===== config.mk =====
export PLATFORM = sky130hd
export DESIGN_NAME = skip_concat
export DESIGN_NICKNAME = d
export VERILOG_FILES = /design/src/rtl/skip_concat_pkg.sv /design/src/rtl/sync_fifo_sa.sv /design/src/rtl/skip_concat.sv
export SDC_FILE = /design/constraint.sdc
export NUM_CORES = 2
export LEC_CHECK = 0
export ABC_AREA = 0
export CORE_MARGIN = 2
export CORE_UTILIZATION = 42
export DETAILED_ROUTE_END_ITERATION = 10
export DONT_BUFFER_PORTS = 1
export GPL_ROUTABILITY_DRIVEN = 0
export HOLD_SLACK_MARGIN = 0.08
export PLACE_DENSITY = 0.57
export SYNTH_ARGS = -nofsm -noshare
export SYNTH_HDL_FRONTEND = slang
export SYNTH_MEMORY_MAX_BITS = 65536
export SYNTH_SLANG_ARGS = --single-unit

===== constraint.sdc =====
create_clock -name clk -period 5.3 [get_ports clk]
set_input_delay 1.06 -clock clk [delete_from_list [all_inputs] [get_ports clk]]
set_output_delay 1.06 -clock clk [all_outputs]
set_load 0.05 [all_outputs]

===== src/rtl/skip_concat_pkg.sv =====
// skip_concat_pkg: shared types and sizing helpers for the skip-connection
// concatenation block (skip_concat) and its showahead FIFO (sync_fifo_sa).
package skip_concat_pkg;

  typedef enum logic [1:0] {
    IDLE   = 2'd0,
    SEND_A = 2'd1,
    SEND_B = 2'd2,
    WAIT   = 2'd3
  } state_e;

  // Skip words arrive from DDR as 64-bit words of byte-wide samples.
  localparam int BYTES_PER_WORD = 8;

  // Counter width that never collapses to zero bits.
  function automatic int clog2w(input int n);
    return (n <= 2) ? 1 : $clog2(n);
  endfunction

  // Default geometry and the counter widths that follow from it.
  localparam int DEF_STRING_LEN = 224;
  localparam int DEF_LINE_NUM   = 224;
  localparam int DEF_CHAN_A     = 16;
  localparam int DEF_CHAN_B     = 16;
  localparam int DEF_PIX_W      = clog2w(DEF_STRING_LEN);
  localparam int DEF_LINE_W     = clog2w(DEF_LINE_NUM);
  localparam int DEF_CHA_W      = clog2w(DEF_CHAN_A);
  localparam int DEF_CHB_W      = clog2w(DEF_CHAN_B);

endpackage


===== src/rtl/sync_fifo_sa.sv =====
// sync_fifo_sa: single-clock showahead FIFO with occupancy count.
//   clk, reset : clock, synchronous active-high reset (empties the FIFO)
//   push_i     : write din_i (accepted if not full, or if popping this cycle)
//   pop_i      : consume the head; ignored when empty
//   dout_o     : head entry, valid whenever count_o != 0
//   count_o    : entries held
//   drop_o     : push rejected this cycle because the FIFO was full
module sync_fifo_sa
  import skip_concat_pkg::*;
#(
  parameter int WIDTH = 8,
  parameter int DEPTH = 4,
  parameter int CW    = clog2w(DEPTH + 1)
) (
  input  logic             clk,
  input  logic             reset,
  input  logic             push_i,
  input  logic [WIDTH-1:0] din_i,
  input  logic             pop_i,
  output logic [WIDTH-1:0] dout_o,
  output logic [CW-1:0]    count_o,
  output logic             drop_o
);
  localparam int PW = clog2w(DEPTH);

  logic [WIDTH-1:0] mem_q [DEPTH];
  logic [PW-1:0]    rd_q, rd_d, wr_q, wr_d;
  logic [CW-1:0]    cnt_q, cnt_d;
  logic             do_pop, do_push;

  // A pop in the same cycle frees the slot the push needs.
  assign do_pop  = pop_i && (cnt_q != '0);
  assign do_push = push_i && ((cnt_q != CW'(DEPTH)) || do_pop);
  assign drop_o  = push_i && !do_push;
  assign dout_o  = mem_q[rd_q];
  assign count_o = cnt_q;

  // Pointer advance with explicit wrap so DEPTH need not be a power of two.
  function automatic logic [PW-1:0] nxt(input logic [PW-1:0] p);
    return (p == PW'(DEPTH - 1)) ? '0 : p + PW'(1);
  endfunction

  always_comb begin
    rd_d  = do_pop  ? nxt(rd_q) : rd_q;
    wr_d  = do_push ? nxt(wr_q) : wr_q;
    cnt_d = cnt_q;
    if (do_push && !do_pop)      cnt_d = cnt_q + CW'(1);
    else if (do_pop && !do_push) cnt_d = cnt_q - CW'(1);
  end

  always_ff @(posedge clk) begin
    if (reset) begin
      rd_q  <= '0;
      wr_q  <= '0;
      cnt_q <= '0;
    end else begin
      rd_q  <= rd_d;
      wr_q  <= wr_d;
      cnt_q <= cnt_d;
    end
  end

  always_ff @(posedge clk) begin
    if (do_push) mem_q[wr_q] <= din_i;
  end

endmodule


===== src/rtl/skip_concat.sv =====
// skip_concat: concatenates the up-sampled activation stream (A) with the
// DDR skip feature map (B) into one pixel-serial stream: CHAN_A samples
// from A followed by CHAN_B bytes from B per pixel, with sop/eop/sof/eof
// regenerated from internal pixel/line counters.
//   clk, reset                 : clock, synchronous active-high reset
//   data_i, data_valid_i, sof_i: stream A sample, strobe, frame-start tag
//   sop_i, eop_i, eof_i        : accepted but unused (framing is rebuilt)
//   ddr_data, ddr_data_valid   : 64-bit skip word, byte 0 = [7:0] first
//   ddr_fifo_aempty            : registered refill request to DDR reader
//   data_o, data_valid_o       : registered concatenated sample
//   sop_o, eop_o, sof_o, eof_o : regenerated framing
//   a_ovf_o, b_ovf_o           : sticky FIFO overflow flags
module skip_concat
  import skip_concat_pkg::*;
#(
  parameter int DATA_WIDTH = 8,
  parameter int CHAN_A     = DEF_CHAN_A,
  parameter int CHAN_B     = DEF_CHAN_B,
  parameter int STRING_LEN = DEF_STRING_LEN,
  parameter int LINE_NUM   = DEF_LINE_NUM,
  parameter int A_DEPTH    = 64,
  parameter int B_DEPTH    = 64,
  parameter int AEMPTY_THR = 16
) (
  input  logic                  clk,
  input  logic                  reset,
  input  logic [DATA_WIDTH-1:0] data_i,
  input  logic                  data_valid_i,
  input  logic                  sop_i,
  input  logic                  eop_i,
  input  logic                  sof_i,
  input  logic                  eof_i,
  input  logic [63:0]           ddr_data,
  input  logic                  ddr_data_valid,
  output logic                  ddr_fifo_aempty,
  output logic [DATA_WIDTH-1:0] data_o,
  output logic                  data_valid_o,
  output logic                  sop_o,
  output logic                  eop_o,
  output logic                  sof_o,
  output logic                  eof_o,
  output logic                  a_ovf_o,
  output logic                  b_ovf_o
);
  localparam int ACW    = clog2w(A_DEPTH + 1);
  localparam int BCW    = clog2w(B_DEPTH + 1);
  localparam int CNT_W  = clog2w((CHAN_A > CHAN_B) ? CHAN_A : CHAN_B);
  localparam int PIX_W  = clog2w(STRING_LEN);
  localparam int LINE_W = clog2w(LINE_NUM);
  localparam int B_WORDS_PER_PIX = CHAN_B / BYTES_PER_WORD;

  // Incoming framing is regenerated, so these are deliberately ignored.
  logic unused_inputs;
  assign unused_inputs = ^{sop_i, eop_i, eof_i};

  // ---------------- FIFOs ----------------
  logic [DATA_WIDTH:0] a_dout;
  logic [ACW-1:0]      a_cnt;
  logic                a_pop, a_drop;
  logic [63:0]         b_dout;
  logic [BCW-1:0]      b_cnt;
  logic                b_pop, b_drop;

  sync_fifo_sa #(.WIDTH(DATA_WIDTH + 1), .DEPTH(A_DEPTH), .CW(ACW)) u_a_fifo (
    .clk     (clk),
    .reset   (reset),
    .push_i  (data_valid_i),
    .din_i   ({sof_i, data_i}),
    .pop_i   (a_pop),
    .dout_o  (a_dout),
    .count_o (a_cnt),
    .drop_o  (a_drop)
  );

  sync_fifo_sa #(.WIDTH(64), .DEPTH(B_DEPTH), .CW(BCW)) u_b_fifo (
    .clk     (clk),
    .reset   (reset),
    .push_i  (ddr_data_valid),
    .din_i   (ddr_data),
    .pop_i   (b_pop),
    .dout_o  (b_dout),
    .count_o (b_cnt),
    .drop_o  (b_drop)
  );

  // ---------------- state ----------------
  state_e              state_q, state_d;
  logic [CNT_W-1:0]    cnt_q, cnt_d;     // sample index within current phase
  logic [2:0]          bptr_q, bptr_d;   // byte within current B word
  logic [PIX_W-1:0]    pix_q, pix_d;
  logic [LINE_W-1:0]   line_q, line_d;
  logic [DATA_WIDTH-1:0] data_q, data_d;
  logic                vld_q, vld_d;
  logic                sop_q, sop_d, eop_q, eop_d, sof_q, sof_d, eof_q, eof_d;
  logic                a_ovf_q, b_ovf_q, aempty_q;

  logic                a_empty, a_head_sof;
  logic [DATA_WIDTH-1:0] a_head_data;
  logic [7:0]          b_byte;
  logic [BCW-1:0]      b_left;
  logic                pix_rdy, restart, last_b, end_line, end_frame;

  assign a_empty     = (a_cnt == '0);
  assign a_head_sof  = a_dout[DATA_WIDTH];
  assign a_head_data = a_dout[DATA_WIDTH-1:0];
  assign b_byte      = b_dout[{bptr_q, 3'b000} +: 8];

  // B word is released as its last byte goes out. The readiness test at the
  // end of a pixel must not count that departing word.
  assign b_pop   = (state_q == SEND_B) && (bptr_q == 3'd7);
  assign b_left  = b_cnt - BCW'(b_pop);
  assign pix_rdy = (a_cnt >= ACW'(CHAN_A)) && (b_left >= BCW'(B_WORDS_PER_PIX));

  assign last_b    = (cnt_q == CNT_W'(CHAN_B - 1));
  assign end_line  = (pix_q == PIX_W'(STRING_LEN - 1));
  assign end_frame = end_line && (line_q == LINE_W'(LINE_NUM - 1));

  always_comb begin
    state_d = state_q;
    cnt_d   = cnt_q;
    bptr_d  = bptr_q;
    pix_d   = pix_q;
    line_d  = line_q;
    a_pop   = 1'b0;
    restart = 1'b0;
    vld_d   = 1'b0;
    data_d  = '0;
    sop_d   = 1'b0;
    eop_d   = 1'b0;
    sof_d   = 1'b0;
    eof_d   = 1'b0;
    case (state_q)
      IDLE: begin
        if (!a_empty) begin
          if (!a_head_sof) begin
            a_pop = 1'b1;                       // resync: drop untagged head
          end else if (pix_rdy) begin
            state_d = SEND_A;
            cnt_d   = '0;
            pix_d   = '0;
            line_d  = '0;
          end
        end
      end
      SEND_A: begin
        a_pop  = 1'b1;
        vld_d  = 1'b1;
        data_d = a_head_data;
        // A frame-start tag anywhere but (0,0) aborts the frame in flight.
        restart = a_head_sof && ((pix_q != '0) || (line_q != '0));
        if (restart) begin
          pix_d  = '0;
          line_d = '0;
        end
        sop_d = ((cnt_q == '0) && (pix_q == '0)) || restart;
        sof_d = sop_d && ((line_q == '0) || restart);
        if (cnt_q == CNT_W'(CHAN_A - 1)) begin
          cnt_d   = '0;
          state_d = SEND_B;
        end else begin
          cnt_d = cnt_q + CNT_W'(1);
        end
      end
      SEND_B: begin
        vld_d  = 1'b1;
        data_d = DATA_WIDTH'(b_byte);
        bptr_d = bptr_q + 3'd1;
        eop_d  = last_b && end_line;
        eof_d  = last_b && end_frame;
        if (last_b) begin
          cnt_d = '0;
          if (end_line) begin
            pix_d  = '0;
            line_d = end_frame ? '0 : line_q + LINE_W'(1);
          end else begin
            pix_d = pix_q + PIX_W'(1);
          end
          if (end_frame)    state_d = IDLE;
          else if (pix_rdy) state_d = SEND_A;
          else              state_d = WAIT;
        end else begin
          cnt_d = cnt_q + CNT_W'(1);
        end
      end
      WAIT: begin
        if (pix_rdy) state_d = SEND_A;
      end
      default: state_d = IDLE;
    endcase
  end

  always_ff @(posedge clk) begin
    if (reset) begin
      state_q  <= IDLE;
      cnt_q    <= '0;
      bptr_q   <= '0;
      pix_q    <= '0;
      line_q   <= '0;
      data_q   <= '0;
      vld_q    <= 1'b0;
      sop_q    <= 1'b0;
      eop_q    <= 1'b0;
      sof_q    <= 1'b0;
      eof_q    <= 1'b0;
      a_ovf_q  <= 1'b0;
      b_ovf_q  <= 1'b0;
      aempty_q <= 1'b0;
    end else begin
      state_q  <= state_d;
      cnt_q    <= cnt_d;
      bptr_q   <= bptr_d;
      pix_q    <= pix_d;
      line_q   <= line_d;
      data_q   <= data_d;
      vld_q    <= vld_d;
      sop_q    <= sop_d;
      eop_q    <= eop_d;
      sof_q    <= sof_d;
      eof_q    <= eof_d;
      a_ovf_q  <= a_ovf_q | a_drop;
      b_ovf_q  <= b_ovf_q | b_drop;
      aempty_q <= (b_cnt < BCW'(AEMPTY_THR));
    end
  end

  assign data_o          = data_q;
  assign data_valid_o    = vld_q;
  assign sop_o           = sop_q;
  assign eop_o           = eop_q;
  assign sof_o           = sof_q;
  assign eof_o           = eof_q;
  assign a_ovf_o         = a_ovf_q;
  assign b_ovf_o         = b_ovf_q;
  assign ddr_fifo_aempty = aempty_q;

endmodule


==> metrics.md <==
| Metric | Value |
|---|---|
| Met3 Use GR | `0.0377` |
| CTS sink cnt | `4763` |
| Largest net degree at the start of global routing | `79` |
| Tmin final | `4.56 ns` |
| Synth area leader | `edfxtp_1` |
| Met1 Usage GRT | `0.314` |
| Die Area | `0.440 mm2` |
| TNS Setup | `0 ns` |
| CTS buffer count | `466` |
| Setup-failing EPs final | `0` |
| Post-Syn Area | `0.182 mm2` |
| Detailed Route WL | `506000 um` |
| Drt pass-1 iters | `6` |
| Register Area | `0.142 mm2` |
| Area grow syn2layout | `14.1%` |
| Critical path's top delay family | `compound AO/OA/AOI/OAI gates` |
| Worst Tran Pin Value | `1.27 ns` |
| Share of cells above drive strength 1 | `0.298` |
| CTS tree | `done` |
| Fill cells | `34.7k` |
| Multi-input logic area | `0.0387 mm2` |
| Slew headroom | `0.145` |
| Power Dens Cells | `377 mW/mm2` |
| Slowest-stage cell, CP | `mux4_2` |
| Proportion of netlist area held by the largest area contributor | `0.769` |
| Clock Tree Buf Depth | `4` |
| Die Wd | `663 um` |
| Avg Vias per Cell | `6.11` |
| Starting density of the core | `0.421` |
| Yosys reg bits | `4763` |
| Area contributors post-synth | `edfxtp_1 77%, mux4_2 17%, dfxtp_1 1.0%` |
| Core area | `0.434 mm2` |
| Power share of the sequential group | `0.532` |
| Comb pwr share | `0.047` |
| Num ports | `96` |
| Max Freq | `219 MHz` |
| # H-tree levels | `5` |
| CP most frequent cell | `a21oi_1` |
| CP Cell Sequence | `buf_12 > mux4_2 > mux2i_1 > a221oi_2 > a221oi_4 > o21ai_4 > inv_1 > ha_1 > inv_1 > fa_1 > a21o_1 > a21oi_1 > o21bai_1 > a21oi_1 > xnor2_1 > or3_1 > a21oi_1` |
| Crit path arrival time | `5.44 ns` |
| Routed Antenna Nets | `0` |
| Pins Over Slew Limit | `0` |
| Cells after Synth | `7711` |
| Vias | `87.6k` |
| WL per Instance | `35.2 um` |
| Grt total ovfl | `0` |
| Post-CTS setup buffers | `0` |
| Max Cap Viol | `0` |
| Net Sw Power | `16.6 mW` |
| Final period util | `0.860` |
| PostCTS Resize Cnt | `0` |
| Port Buffers | `0` |
| Worst Path Buf+Inv | `3` |
| Post-DP HPWL | `273000 um` |
| NumNets Final | `8314` |
| Crit path required time | `6.18 ns` |
| Die Ht | `663 um` |
| Crit path largest cell delay | `0.54 ns` |
| Post-synth EDFFs | `4672` |
| Initial antenna violation count | `24` |
| Hold crit path type | `input pin to register` |
| Most frequent cells in the layout | `4672 x edfxtp_1, 1374 x mux4_2, 472 x clkbuf_16, 295 x buf_4, 120 x clkinv_1` |
| Sequential share of the synthesized area | `0.779` |
| Warnings from Yosys | `0` |
| Leading cell type in the layout, fill and taps excluded | `edfxtp_1` |
| CTS root buffer | `clkbuf_16` |
| Top_reg_cell synth | `edfxtp_1` |
| First-pass GRT wire length | `700000 um` |
| Lkg Pwr | `62.1 nW` |
| Clock network power share | `0.421` |
| Avg Inst Size Synth | `23.7 um2` |
| Critical path class | `register to register` |
| Syn_nets | `7824` |
| Fin. Hold Viols | `0` |
| Netlist cell types | `81` |
| M2 GR Usage | `0.370` |
| Busiest grt layer | `met2` |
| Initial drt markers | `11.1k` |
| Status | `complete, no violations` |
| Clock skew after layout | `0.138 ns` |
| Unrepaired setup endpoints after global routing | `no` |
| Clock transition at path regs | `0.06 ns` |
| P_int | `61.9 mW` |
| CP Capture Type | `register` |
| Maximum vdd ir drop | `0.344 mV` |
| Clk_lat worst skew | `1.04 ns` |
| Crit-path max FO | `27` |
| Number of cell rows | `242` |
| Dpl cell area | `0.192 mm2` |
| Post-synth ARST share | `0` |
| Post-route cell area | `0.208 mm2` |
| Switching Fraction | `0.211` |
| DRC viols | `0` |
| Global Route Usage Sum | `0.226` |
| Vias in the first global route | `88.3k` |
| Worst setup SP type | `register` |
[worst reg2reg max path, stage by stage, from the launching register on]
cell,delay (ns)
dfxtp_4,0.37
buf_12,0.22
mux4_2,0.58
mux2i_1,0.34
a221oi_2,0.20
a221oi_4,0.38
o21ai_4,0.08
inv_1,0.17
ha_1,0.26
inv_1,0.12
fa_1,0.43
a21o_1,0.19
a21oi_1,0.26
o21bai_1,0.10
a21oi_1,0.23
xnor2_1,0.10
or3_1,0.30
a21oi_1,0.13
[Yosys cell counts, types with 11 or more instances]
master	n
nand2_1	59
a22oi_1	105
nor3_1	74
ha_1	31
mux2i_1	100
nor2_1	174
mux4_2	1374
o21ai_0	40
clkbuf_1	181
buf_2	114
or3_1	28
inv_1	32
edfxtp_1	4672
nand3_1	85
xnor2_1	16
nor2b_1	16
buf_4	71
a21oi_1	83
nand4_1	27
a31oi_1	11
o22ai_1	45
buf_1	45
a211oi_1	16
nor4_1	22
nand3b_1	11
dfxtp_1	91
[cell type report]
cell class	instances	share of cell area
repair buffers	443	0.0230
flip-flops and latches	4763	0.683
clock buffers	564	0.0587
diodes	6	0.0000721
well taps	5734	0.0345
multi-input cells	2492	0.186
inverters	35	0.000667
clock inverters	307	0.0144
[final timing paths]
path           startpoint                     end  slack (ns)  cells after the start
max              register     u_a_fifo.count_o[6]        0.74                     17
min          ddr_data[39]  u_b_fifo.mem_q[46][39]        0.15                      0
min reg2reg     line_q[0]               line_q[0]        0.51                      2
max reg2reg      register     u_a_fifo.count_o[6]        0.74                     17
[what timing repair did]
action                     4_1_cts  5_1_grt
setup endpoints to repair        0        0
hold endpoints to repair       583        0
hold buffers                    47        0
[cells by family after synthesis]
family	share of synthesized area
AND/OR/NAND/NOR	0.0158
XOR/XNOR	0.00110
multiplexers	0.175
flip-flops	0.779
adder cells (fa/ha/maj)	0.00235
AO/OA/AOI/OAI	0.0147
buffers and inverters	0.0120
[through the flow]
step / cells / total power [mW] / hold slack, ns / worst slack (ns) / util
final: 14300 / 78.5 / 0.154 / 0.743 / 0.480
after global routing: 14300 / 80.7 / 0.0961 / 0.464 / 0.480
after CTS: 14300 / 79.0 / 0.0800 / 0.715 / 0.480
after detailed placement: 13400 / 46.1 / 0.497 / 0.739 / 0.444
after global placement: 13400 / 46.1 / 0.486 / 0.578 / 0.444
after floorplan: 7711 / 44.9 / 0.454 / 0.244 / -
[power by group through the flow]
stage / sequential (mW) / combinational, mW / clock (mW)
after detailed placement: 42.6 / 3.58 / 0
after floorplan: 42.5 / 2.41 / 0
after global routing: 41.8 / 3.93 / 35.0
after global placement: 42.5 / 3.57 / 0
final: 41.8 / 3.70 / 33.0
after CTS: 41.8 / 3.73 / 33.5
[layer usage]
metal  vias up  wire length (um)
met4         0             17100
met2      4039            245000
met3       773             41000
met5         -                 0
li1      34300                 -
met1     48500            202000
[flip-flops by register name, indices dropped and copies added, names as in the netlist, 2 cells and up, named ones only]
signal	flops
pix_q	8
u_b_fifo.count_o	7
u_a_fifo.rd_q	6
u_b_fifo.rd_q	6
u_b_fifo.mem_q	4096
u_a_fifo.count_o	7
bptr_q	3
line_q	8
u_a_fifo.mem_q	576
state_q	2
data_o	8
u_b_fifo.wr_q	6
cnt_q	4
u_a_fifo.wr_q	6
Note: power is estimated with default switching activity, not from simulation.
